$ cat src/rtl/friscv_proc_dispatch.sv
// In-order instruction dispatcher: a small FIFO feeds up to four execution
// units, gated by a register scoreboard (RAW/WAW), fence serialisation and unit readiness.
`ifndef INST_BUS_W
`define INST_BUS_W 32
`endif

module friscv_proc_dispatch #(
  parameter int NB_UNIT = 2,
  parameter int DEPTH   = 4,
  parameter int INSTW   = `INST_BUS_W
) (
  input  logic                 aclk,
  input  logic                 srst,
  input  logic                 proc_en,
  output logic                 proc_ready,
  output logic                 proc_empty,
  input  logic [1:0]           inst_unit,
  input  logic                 inst_fence,
  input  logic                 inst_rd_wr,
  input  logic [4:0]           inst_rd,
  input  logic [4:0]           inst_rs1,
  input  logic [4:0]           inst_rs2,
  input  logic [INSTW-1:0]     inst_payload,
  output logic [NB_UNIT-1:0]   unit_en,
  output logic [INSTW-1:0]     unit_instbus,
  input  logic [NB_UNIT-1:0]   unit_ready,
  input  logic [NB_UNIT-1:0]   unit_empty,
  input  logic [NB_UNIT-1:0]   unit_rd_wr,
  input  logic [5*NB_UNIT-1:0] unit_rd_addr
);

  localparam int AW = $clog2(DEPTH);

  typedef struct packed {
    logic [1:0]       unit;
    logic             fence;
    logic             rd_wr;
    logic [4:0]       rd;
    logic [4:0]       rs1;
    logic [4:0]       rs2;
    logic [INSTW-1:0] payload;
  } entry_t;

  entry_t      fifo [DEPTH];
  entry_t      head;
  logic [AW:0] wr_ptr;
  logic [AW:0] rd_ptr;
  logic [31:0] pending;
  logic [31:0] pending_nxt;

  logic not_empty;
  logic full;
  logic push;
  logic pop;
  logic unit_valid;
  logic hazard;
  logic fence_ok;
  logic issuable;
  logic issue_fire;

  assign head       = fifo[rd_ptr[AW-1:0]];
  assign not_empty  = (wr_ptr != rd_ptr);
  assign full       = (wr_ptr[AW] != rd_ptr[AW]) && (wr_ptr[AW-1:0] == rd_ptr[AW-1:0]);
  assign proc_ready = !full;
  assign push       = proc_en && !full;

  // Widened by one bit so NB_UNIT=4 compares without truncation.
  assign unit_valid = ({1'b0, head.unit} < 3'(NB_UNIT));
  assign hazard     = pending[head.rs1] || pending[head.rs2] ||
                      (head.rd_wr && pending[head.rd]);
  assign fence_ok   = !head.fence || ((pending == '0) && (&unit_empty));
  assign issuable   = not_empty && unit_valid && !hazard && fence_ok;

  always_comb begin
    for (int i = 0; i < NB_UNIT; i++) begin
      unit_en[i] = issuable && (head.unit == 2'(i));
    end
  end

  assign issue_fire   = |(unit_en & unit_ready);
  // Heads aimed at a non-existent unit are discarded without touching the scoreboard.
  assign pop          = issue_fire || (not_empty && !unit_valid);
  assign unit_instbus = head.payload;
  assign proc_empty   = !not_empty && (pending == '0) && (&unit_empty);

  always_comb begin
    // NOTE: start from the held value so every path assigns pending_nxt; no latch.
    pending_nxt = pending;
    for (int i = 0; i < NB_UNIT; i++) begin
      if (unit_rd_wr[i]) pending_nxt[unit_rd_addr[5*i +: 5]] = 1'b0;
    end
    if (issue_fire && head.rd_wr && (head.rd != 5'd0)) pending_nxt[head.rd] = 1'b1;
    pending_nxt[0] = 1'b0;
  end

  always_ff @(posedge aclk) begin
    if (srst) begin
      wr_ptr  <= '0;
      rd_ptr  <= '0;
      pending <= '0;
    end else begin
      if (push) wr_ptr <= wr_ptr + 1'b1;
      if (pop)  rd_ptr <= rd_ptr + 1'b1;
      pending <= pending_nxt;
    end
  end

  // NOTE: FIFO storage is not reset; the pointers alone define which entries are valid.
  always_ff @(posedge aclk) begin
    if (push) begin
      fifo[wr_ptr[AW-1:0]] <= '{unit: inst_unit, fence: inst_fence, rd_wr: inst_rd_wr,
                                rd: inst_rd, rs1: inst_rs1, rs2: inst_rs2,
                                payload: inst_payload};
    end
  end

endmodule

$ cat config.mk
export PLATFORM = sky130hd
export DESIGN_NAME = friscv_proc_dispatch
export DESIGN_NICKNAME = d
export VERILOG_FILES = /design/src/rtl/friscv_proc_dispatch.sv
export SDC_FILE = /design/constraint.sdc
export NUM_CORES = 1
export LEC_CHECK = 0
export BUFFER_PORTS_ARGS = -buffer_cell sky130_fd_sc_hd__buf_2
export CORE_ASPECT_RATIO = 0.7
export CORE_MARGIN = 5
export CORE_UTILIZATION = 59
export DETAILED_ROUTE_END_ITERATION = 10
export PLACE_DENSITY = 0.8
export SLEW_MARGIN = 0
export SYNTH_ARGS = -nofsm -noshare
export SYNTH_HDL_FRONTEND = slang
export SYNTH_SLANG_ARGS = --single-unit
$ cat constraint.sdc
create_clock -name aclk -period 3.4 [get_ports aclk]
set_input_delay 0.68 -clock aclk [delete_from_list [all_inputs] [get_ports aclk]]
set_output_delay 0.68 -clock aclk [all_outputs]
set_load 0.005 [all_outputs]
==> results.cfg <==
[detailed_routing]
via_per_inst = 6.61
antenna_left = 0
postRouteWirelength_um = 25300
post_drt_wl_per_cell_um = 24.9
vias = 6715
drtIter0Drc = 812
drc = 0
dr.pass1.iters = 5

[worst_setup_path]
cp.required_ns = 2.72
cp_max_fo = 8
critPathCaptureType = output pin
critPathLaunchType = flop
critPathKind = flop to output pin
ff2ff_path_depth = 13
cp.arrival_ns = 3.15

[synthesis]
yosysUniqueCellTypes = 51
synth_nets = 700
synth_area_leader_cell = edfxtp_1
syn-mean-instance-area_sq_um = 16.8
synth-edff-count = 204
synth_warnings = 0
ys_seq_elements = 243
synth_ff_type = edfxtp_1
mappedNetlistArea_sq_um = 10500
syn-instance-count = 625
synthTopCellsByArea = edfxtp_1 (58%), mux4_2 (12%), dfxtp_1 (7.5%), mux2i_1 (3.5%), nand3b_1 (2.7%)
seq_area_frac_synth = 0.659
ys_async_sr_fraction = 0
synth_top_area_frac = 0.585

[layout]
drive_above_1_share = 0.334
diodes = 0
stdcell_count = 1016
final_common_cell = edfxtp_1
fin_nets = 844
fill_cells = 1111
final_cell_mix = edfxtp_1 (204), buf_2 (104), mux4_2 (56)
area_delta_synth_final_pct = 17.4

[floorplan]
dieArea_sq_um = 20600
core-area_sq_um = 17300
die_h_um = 121
rows = 40
num_io_pins = 106
initial_utilization = 0.605
die_w_um = 169

[clock_tree]
root_buffer = clkbuf_16
clock_sinks = 243
clkLatencyLatePin_ns = 0.50
htreeDepth = 1
cts_tree = yes
max-clock-path-buffers = 3
clk_pin_slew_ns = 0.06
numCtsBuffers = 23

[sta]
finClkSkew_ns = 0.00945
clock.fmax_ghz = 0.261
post-route-min-period_ns = 3.83
rsz0062_at_grt = yes
maxSlewViolCount = 0
tightest_slew_ns = 1.13
setup_viol = 2
slew_headroom = 0.246
final.setup.worst_slack_ns = -0.430
min_period_over_period = 1.13
final_hold_viol_count = 0

[placed_design]
gp_congestion = 0.955
dp_hpwl_um = 16800
io_buffers = 105
dp_slack_ns = 0.0630
dp.cells = 956

[global_routing]
antenna_found_initial = 1
overflow = 0
grt_pass1_vias = 6602
track_usage = 0.241
grt_first_pass_wirelength_um = 37900
grt_max_degree = 52

[min_path]
hp-class = input pin to flop
hold_depth = 1

[run]
drv_cap = 0

[outcome]
status = complete, but fails checks
violations = negative setup slack

[pwr]
leakage_nw = 4.19
ir_drop_uv = 550
power_density_nw_per_um2 = 654
[cells in the mapped netlist (2+ instances only)]
library cell	number
buf_1	4
a211oi_1	3
clkbuf_1	13
or3_1	2
nor3b_1	9
mux2_1	4
buf_2	7
o31ai_1	31
nor2_1	20
and2_1	3
edfxtp_1	204
nor3_1	4
ha_1	5
nor4b_1	2
o211ai_1	3
inv_1	3
nor2b_1	8
mux4_2	56
nor4_1	5
nand4_1	3
dfxtp_1	39
buf_4	2
and3_1	10
nand3b_1	37
mux2i_1	37
nand3_1	4
nand2_1	26
nand2b_1	6
buf_6	5
o21ai_0	2
mux2_2	4
o22ai_1	4
xnor2_1	4
a21oi_1	4
a22oi_1	33
and3b_1	4
[cell families (layout without fill, tap and decap cells)]
| family | count (synthesis) | after routing | share of synthesized area |
|---|---|---|---|
| flip-flops | 243 | 243 | 0.659 |
| AND/OR/NAND/NOR | 147 | 147 | 0.0845 |
| multiplexers | 101 | 101 | 0.164 |
| AO/OA/AOI/OAI | 90 | 90 | 0.0643 |
| buffers and inverters | 34 | 194 | 0.0173 |
| adder cells (fa/ha/maj) | 5 | 5 | 0.00597 |
| XOR/XNOR | 5 | 5 | 0.00418 |
[flip-flops by register name, indices dropped and copies added (netlist names), named ones only]
| name | flops |
|---|---|
| wr_ptr | 3 |
| pending | 31 |
| rd_ptr | 3 |
| fifo | 204 |
[where the power goes]
| part | leakage, nW | total [mW] | switching [mW] | internal (mW) |
|---|---|---|---|---|
| clock network | 0.326 | 2.31 | 1.02 | 1.29 |
| logic | 1.67 | 2.27 | 1.17 | 1.10 |
| registers | 2.19 | 3.46 | 0.0717 | 3.39 |
[critical path, stage by stage, from the launching register on]
cell,delay (ns)
dfxtp_4,0.39
buf_12,0.13
mux4_2,0.54
buf_4,0.23
mux2i_2,0.28
a22o_1,0.20
o21ai_1,0.11
nor4_4,0.41
and3_4,0.28
buf_6,0.09
[routing by layer]
layer	share of wire	vias to the layer above	wire length, um	track usage
met3	0.12	55	3000	0.0668
li1	-	2869	-	-
met2	0.46	444	11700	0.373
met4	0.023	2	571	0.0538
met5	0.00044	-	11	0
met1	0.39	3345	9970	0.349
[area by class of cell]
| type | instances | area (sq um) | area share |
|---|---|---|---|
| clock buffer | 33 | 633 | 0.0515 |
| clock inverter | 8 | 42.5 | 0.00346 |
| inverter | 3 | 11.3 | 0.000915 |
| multi-input combinational | 348 | 3470 | 0.282 |
| sequential | 243 | 6910 | 0.562 |
| tap | 231 | 289 | 0.0235 |
| timing repair buffer | 150 | 940 | 0.0764 |
[what timing repair did]
item	4_1_cts	5_1_grt
buffers inserted	11	7
setup endpoints to repair	2	7
hold buffers	0	0
gates cloned	0	1
resized for setup	2	18
pin swaps	6	7
[path summary, 6_finish.rpt]
check,end,slack (ns),startpoint
hold / removal,fifo[1][1],0.39,inst_payload[1]
setup reg to reg,flop,0.16,flop
hold reg to reg,wr_ptr[2],0.56,wr_ptr[2]
setup / recovery,unit_en[1],-0.43,flop
[stage by stage]
step	setup TNS, ns	power (mW)	area (sq um)	hold slack [ns]	util
floorplan	0	4.86	10500	0.492	-
global placement	0	5.44	11300	0.520	0.655
detailed placement	0	5.49	11300	0.545	0.655
CTS	-0.762	7.92	12100	0.375	0.700
global route	-0.971	8.37	12300	0.377	0.710
finish	-0.835	8.04	12300	0.394	0.710
Power figures use the tool's default switching activity.
